$ cat src/rtl/mem_stage_controller.sv
// -----------------------------------------------------------------------------
// mem_stage_controller
//
// Sequences the MEM stage of the pipeline. It accepts an op from the EX/MEM
// register, runs the data-memory request/response handshake, and holds the
// upstream stages while a load or store is outstanding. It also tells the
// MEM/WB buffer whether to capture a real result or a bubble.
//
// Optional feature macro: MEM_TIMEOUT_EN
//   When defined, a watchdog aborts a transaction that spends TIMEOUT_CYCLES
//   cycles in REQ+WAIT. In that case it zeroes wb_load_data and pulses
//   mem_error. When undefined, the FSM waits indefinitely and mem_error is
//   tied low.
//
// Ports
//   clock, reset           rising-edge clock, asynchronous active-low reset
//   op_valid               EX/MEM holds a valid instruction
//   memRead_in/memWrite_in op is a load / store (a load wins if both are set)
//   addr_in, store_data_in effective address and store data
//   mem_req_read/write     request strobes to data memory
//   mem_req_addr/data      address and store data latched for the request
//   mem_ready              memory accepts the request this cycle
//   mem_valid              load data valid this cycle
//   mem_load_data          load data from memory
//   stall                  hold PC/IF/ID/EX/EX-MEM registers
//   buf_enable             MEM/WB buffer captures this cycle
//   buf_bubble             MEM/WB buffer captures a NOP
//   wb_load_data           registered load result for the MEM/WB buffer
//   mem_error              one-cycle pulse on watchdog timeout
// -----------------------------------------------------------------------------
module mem_stage_controller #(
    parameter int CORE           = 0,
    parameter int DATA_WIDTH     = 32,
    parameter int ADDRESS_BITS   = 20,
    parameter int TIMEOUT_CYCLES = 64
) (
    input  logic                    clock,
    input  logic                    reset,
    input  logic                    op_valid,
    input  logic                    memRead_in,
    input  logic                    memWrite_in,
    input  logic [ADDRESS_BITS-1:0] addr_in,
    input  logic [DATA_WIDTH-1:0]   store_data_in,
    output logic                    mem_req_read,
    output logic                    mem_req_write,
    output logic [ADDRESS_BITS-1:0] mem_req_addr,
    output logic [DATA_WIDTH-1:0]   mem_req_data,
    input  logic                    mem_ready,
    input  logic                    mem_valid,
    input  logic [DATA_WIDTH-1:0]   mem_load_data,
    output logic                    stall,
    output logic                    buf_enable,
    output logic                    buf_bubble,
    output logic [DATA_WIDTH-1:0]   wb_load_data,
    output logic                    mem_error
);

    typedef enum logic [1:0] {
        ST_IDLE = 2'd0,
        ST_REQ  = 2'd1,
        ST_WAIT = 2'd2,
        ST_DONE = 2'd3
    } state_t;

    state_t                  state_r;
    state_t                  state_s;
    logic                    is_load_r;
    logic [ADDRESS_BITS-1:0] addr_r;
    logic [DATA_WIDTH-1:0]   data_r;
    logic [DATA_WIDTH-1:0]   wb_data_r;

    logic mem_op_s;
    logic latch_s;
    logic capture_s;
    logic timeout_s;
    logic timeout_hit_s;
    logic stall_s;
    logic bubble_s;
    logic req_read_s;
    logic req_write_s;

    assign mem_op_s = op_valid & (memRead_in | memWrite_in);

`ifdef MEM_TIMEOUT_EN
    logic [15:0] tmo_cnt_r;
    logic        mem_error_r;

    // Watchdog counter: cleared on entry to REQ, counts every REQ/WAIT cycle.
    always_ff @(posedge clock or negedge reset) begin
        if (!reset) begin
            tmo_cnt_r <= 16'd0;
        end else if (latch_s) begin
            tmo_cnt_r <= 16'd0;
        end else if ((state_r == ST_REQ) || (state_r == ST_WAIT)) begin
            tmo_cnt_r <= tmo_cnt_r + 16'd1;
        end else begin
            tmo_cnt_r <= tmo_cnt_r;
        end
    end

    // A load accepted on the limit cycle enters WAIT with the count already
    // at the limit, so >= makes it expire on the next idle WAIT cycle.
    assign timeout_hit_s = (tmo_cnt_r >= 16'(TIMEOUT_CYCLES - 1));

    // Error pulse register: high for the single DONE cycle after a timeout.
    always_ff @(posedge clock or negedge reset) begin
        if (!reset) begin
            mem_error_r <= 1'b0;
        end else begin
            mem_error_r <= timeout_s;
        end
    end

    assign mem_error = mem_error_r;
`else
    assign timeout_hit_s = 1'b0;
    assign mem_error     = 1'b0;
`endif

    // FSM state register.
    always_ff @(posedge clock or negedge reset) begin
        if (!reset) begin
            state_r <= ST_IDLE;
        end else begin
            state_r <= state_s;
        end
    end

    // Next-state and per-state control decode.
    always_comb begin
        state_s     = state_r;
        latch_s     = 1'b0;
        capture_s   = 1'b0;
        timeout_s   = 1'b0;
        stall_s     = 1'b0;
        bubble_s    = 1'b1;
        req_read_s  = 1'b0;
        req_write_s = 1'b0;
        case (state_r)
            ST_IDLE: begin
                if (mem_op_s) begin
                    latch_s = 1'b1;
                    stall_s = 1'b1;
                    state_s = ST_REQ;
                end else begin
                    bubble_s = ~op_valid;
                end
            end
            ST_REQ: begin
                stall_s     = 1'b1;
                req_read_s  = is_load_r;
                req_write_s = ~is_load_r;
                if (mem_ready) begin
                    if (is_load_r) begin
                        if (mem_valid) begin
                            capture_s = 1'b1;
                            state_s   = ST_DONE;
                        end else begin
                            state_s = ST_WAIT;
                        end
                    end else begin
                        state_s = ST_DONE;
                    end
                end else if (timeout_hit_s) begin
                    timeout_s = 1'b1;
                    state_s   = ST_DONE;
                end else begin
                    state_s = ST_REQ;
                end
            end
            ST_WAIT: begin
                stall_s = 1'b1;
                if (mem_valid) begin
                    capture_s = 1'b1;
                    state_s   = ST_DONE;
                end else if (timeout_hit_s) begin
                    timeout_s = 1'b1;
                    state_s   = ST_DONE;
                end else begin
                    state_s = ST_WAIT;
                end
            end
            ST_DONE: begin
                bubble_s = 1'b0;
                state_s  = ST_IDLE;
            end
            default: begin
                state_s = ST_IDLE;
            end
        endcase
    end

    // Request latch and load-result register. A read wins over a write.
    always_ff @(posedge clock or negedge reset) begin
        if (!reset) begin
            is_load_r <= 1'b0;
            addr_r    <= '0;
            data_r    <= '0;
            wb_data_r <= '0;
        end else begin
            if (latch_s) begin
                is_load_r <= memRead_in;
                addr_r    <= addr_in;
                data_r    <= store_data_in;
            end else begin
                is_load_r <= is_load_r;
                addr_r    <= addr_r;
                data_r    <= data_r;
            end
            if (capture_s) begin
                wb_data_r <= mem_load_data;
            end else if (timeout_s) begin
                wb_data_r <= '0;
            end else begin
                wb_data_r <= wb_data_r;
            end
        end
    end

    // While reset is held, the IDLE decode still sees live op inputs, so
    // stall and bubble are forced to their reset values here.
    assign stall         = reset & stall_s;
    assign buf_bubble    = (~reset) | bubble_s;
    assign buf_enable    = 1'b1;
    assign mem_req_read  = req_read_s;
    assign mem_req_write = req_write_s;
    assign mem_req_addr  = addr_r;
    assign mem_req_data  = data_r;
    assign wb_load_data  = wb_data_r;

endmodule

$ cat config.mk
export PLATFORM = sky130hd
export DESIGN_NAME = mem_stage_controller
export DESIGN_NICKNAME = d
export VERILOG_FILES = /design/src/rtl/mem_stage_controller.sv
export SDC_FILE = /design/constraint.sdc
export NUM_CORES = 1
export LEC_CHECK = 0
export BUFFER_PORTS_ARGS = -buffer_cell sky130_fd_sc_hd__buf_2
export CAP_MARGIN = 20
export CORE_ASPECT_RATIO = 0.9
export CORE_MARGIN = 2
export CORE_UTILIZATION = 49
export DETAILED_ROUTE_END_ITERATION = 16
export PLACE_DENSITY = 0.85
export SLEW_MARGIN = 20
export SYNTH_ARGS = -nofsm -noshare
export SYNTH_HDL_FRONTEND = slang
export SYNTH_SLANG_ARGS = --single-unit
$ cat constraint.sdc
create_clock -name clock -period 4.17 [get_ports clock]
set_clock_uncertainty 0.2 [all_clocks]
set_input_delay 0.417 -clock clock [delete_from_list [all_inputs] [get_ports clock]]
set_output_delay 0.417 -clock clock [all_outputs]
set_load 0.02 [all_outputs]
==> out/metrics.cfg <==
[clock_tree]
cts_htree_levels=3
postCtsSetupBuffers=0
hold_buffers=1
clkTransAtPathRegs_ps=90
cts_buffers=9
clock_path_buffers=2
clock_sinks=87
cts_resized=0
clock_latency_ps=340
cts_tree=yes
root_buffer=clkbuf_8

[worst_setup_path]
cp_slowest_stage_delay_ps=410
setup.worst_path.end=stall
cp-end-kind=output pin
r2r-end=wb_load_data[22]
crit_buf_inv=2
worst-setup-path-type=reg -> out
crit_arrival_ps=2110
cp_top_family=flip-flops
cp_slowest_cell=dfrtp_1
required_ps=3550
cp.depth=6
start_kind=register
crit_fanout=22
r2r_cells=6
r2r_slack_ps=1530
cp-startpoint=state_r[0]
crit_chain=inv_1 -> ha_1 -> o211ai_4 -> nand2b_1 -> and3_1 -> buf_2

[finish]
drive_above_1_share_pct=70.0
syn_to_final_growth_pct=31.2
nets=491
seq_area_sq_mm=0.00218
diodes=0
fin_area_sq_mm=0.00470
mostFrequentLayoutCells=buf_2, dfrtp_1, mux2_2
final_common_cell=buf_2
fin_util_pct=66.4
nFillCells=536
multiInputGateArea_sq_mm=0.00129

[sta]
relSlewSlack_pct=44.8
tns_ps=0
hold_viol=0
drv_slew=0
setup_viol=0
fin_crit_ps=2720
fmax_mhz=367
period_share_pct=65.3
worst_slew_pin_slew_ps=826
whs_ps=86.5
rsz0062_at_grt=false

[yosys]
synth-async-reset-ratio_pct=100
synth_flop_cell=dfrtp_1
synth_cell_types=27
syn-num-nets=309
syn_inst=213
synth_edf_count=0
ys_warn_count=0
syn_area_sq_mm=0.00358
synth_area_per_cell_sq_um=16.8
ys_seq_area_share_pct=60.8
synth-seq-cells=87

[die]
coreArea_sq_mm=0.00708
pin_count=181
die_w_um=94.1
dieArea_sq_mm=0.00801
num_rows=29
die_h_um=85.1
start_util_pct=50.6

[job]
drv_cap=0

[detailed_routing]
drtIter0Drc=42
drtPass1Iterations=4
finalWirelength_um=7640
wl_met2_um=4110
dr_wl_met3_um=513
top_layer_used=met4
m1WireLength_um=2920
avgViaCountPerCell=4.89
antenna_left=0
num_vias=2412
drc_errors=0
wl_per_cell_um=15.5

[grt]
grt_pass1_vias=2559
gr-total-overflow=0
grtUsageTotal_pct=19.5
antenna_found_initial=0
grt_max_degree=57
grt_pass1_wl_um=12200

[power_and_ir_drop]
intPower_mw=2.35
swShare_pct=39.4
p_per_area_mw_per_mm2=825
p_clk_share_pct=13.7
sequentialPowerShare_pct=38.3
power_switching_mw=1.53
leakagePower_nw=2.42
power_frac_comb_pct=48.0
ir_drop_mv=0.468

[min_path]
worst_hold_path_type=in -> reg

[placement]
placed_area_sq_mm=0.00451
io_buffers=178
gp_congestion=0.796
place_hpwl_um=5800

[run_status]
status=completed

-- synth_stat cells (2+ instances only) --
library cell / instances / area [sq um]
conb_1: 2 / 7.51
buf_6: 6 / 67.6
mux2_1: 4 / 45.0
ha_1: 5 / 62.6
nand2_1: 4 / 15.0
inv_1: 3 / 11.3
dfrtp_1: 87 / 2180
mux2_4: 30 / 450
mux2_2: 50 / 563
buf_4: 5 / 37.5
-- state kept, by name (all words and copies together) (netlist names), named ones only --
| signal | count |
|---|---|
| mem_req_data | 32 |
| is_load_r | 1 |
| wb_load_data | 32 |
| mem_req_addr | 20 |
| state_r | 1 |
-- how the worst min path moves through the flow --
stage	endpoint	from	depth (start not counted)	slack [ps]
after floorplan	asynchronous set/reset pin	reset	0	-80
after CTS	mem_req_data[6]	store_data_in[6]	2	70
after detailed placement	wb_load_data[28]	reset	1	190
final	mem_req_data[6]	store_data_in[6]	2	90
after global routing	mem_req_data[5]	store_data_in[5]	2	80
after global placement	wb_load_data[21]	reset	1	180
-- cell families after synthesis --
family | count (synthesis) | synth area share (%)
and+or+nand+nor | 10 | 1.57
adders and majority gates | 5 | 1.75
other | 2 | 0.210
AOI/OAI and AO/OA | 10 | 2.59
muxes | 85 | 29.8
buffers and inverters | 14 | 3.25
DFF | 87 | 60.8
-- final cells by class --
cell class	instances	share of cell area (%)
clock inverter	6	0.932
sequential	87	46.3
clock buffer	10	2.93
multi-input combinational	112	27.4
tap	93	2.48
timing repair buffer	182	19.7
inverter	3	0.240
-- stage by stage --
stage                     instances  total power [mW]  setup slack, ps
after floorplan                 213              2.76             2290
after global placement          476              3.31             1680
after detailed placement        476              3.38             1570
after CTS                       493              3.92             1430
after global routing            493              4.10             1300
final                           493              3.88             1450
-- layer usage --
metal,vias up,track usage (%)
li1,1108,-
met5,-,0
met4,0,6.59
met2,102,36.1
met1,1192,22.2
met3,10,4.35
-- power groups by stage --
stage / registers [mW] / clock network, mW / logic, mW
2_1_floorplan: 2.01 / 0 / 0.750
3_3_place_gp: 1.47 / 0 / 1.83
3_5_place_dp: 1.50 / 0 / 1.88
4_1_cts: 1.49 / 0.548 / 1.89
5_1_grt: 1.54 / 0.581 / 1.98
6_report: 1.48 / 0.531 / 1.86
(Power assumes the default switching activity.)
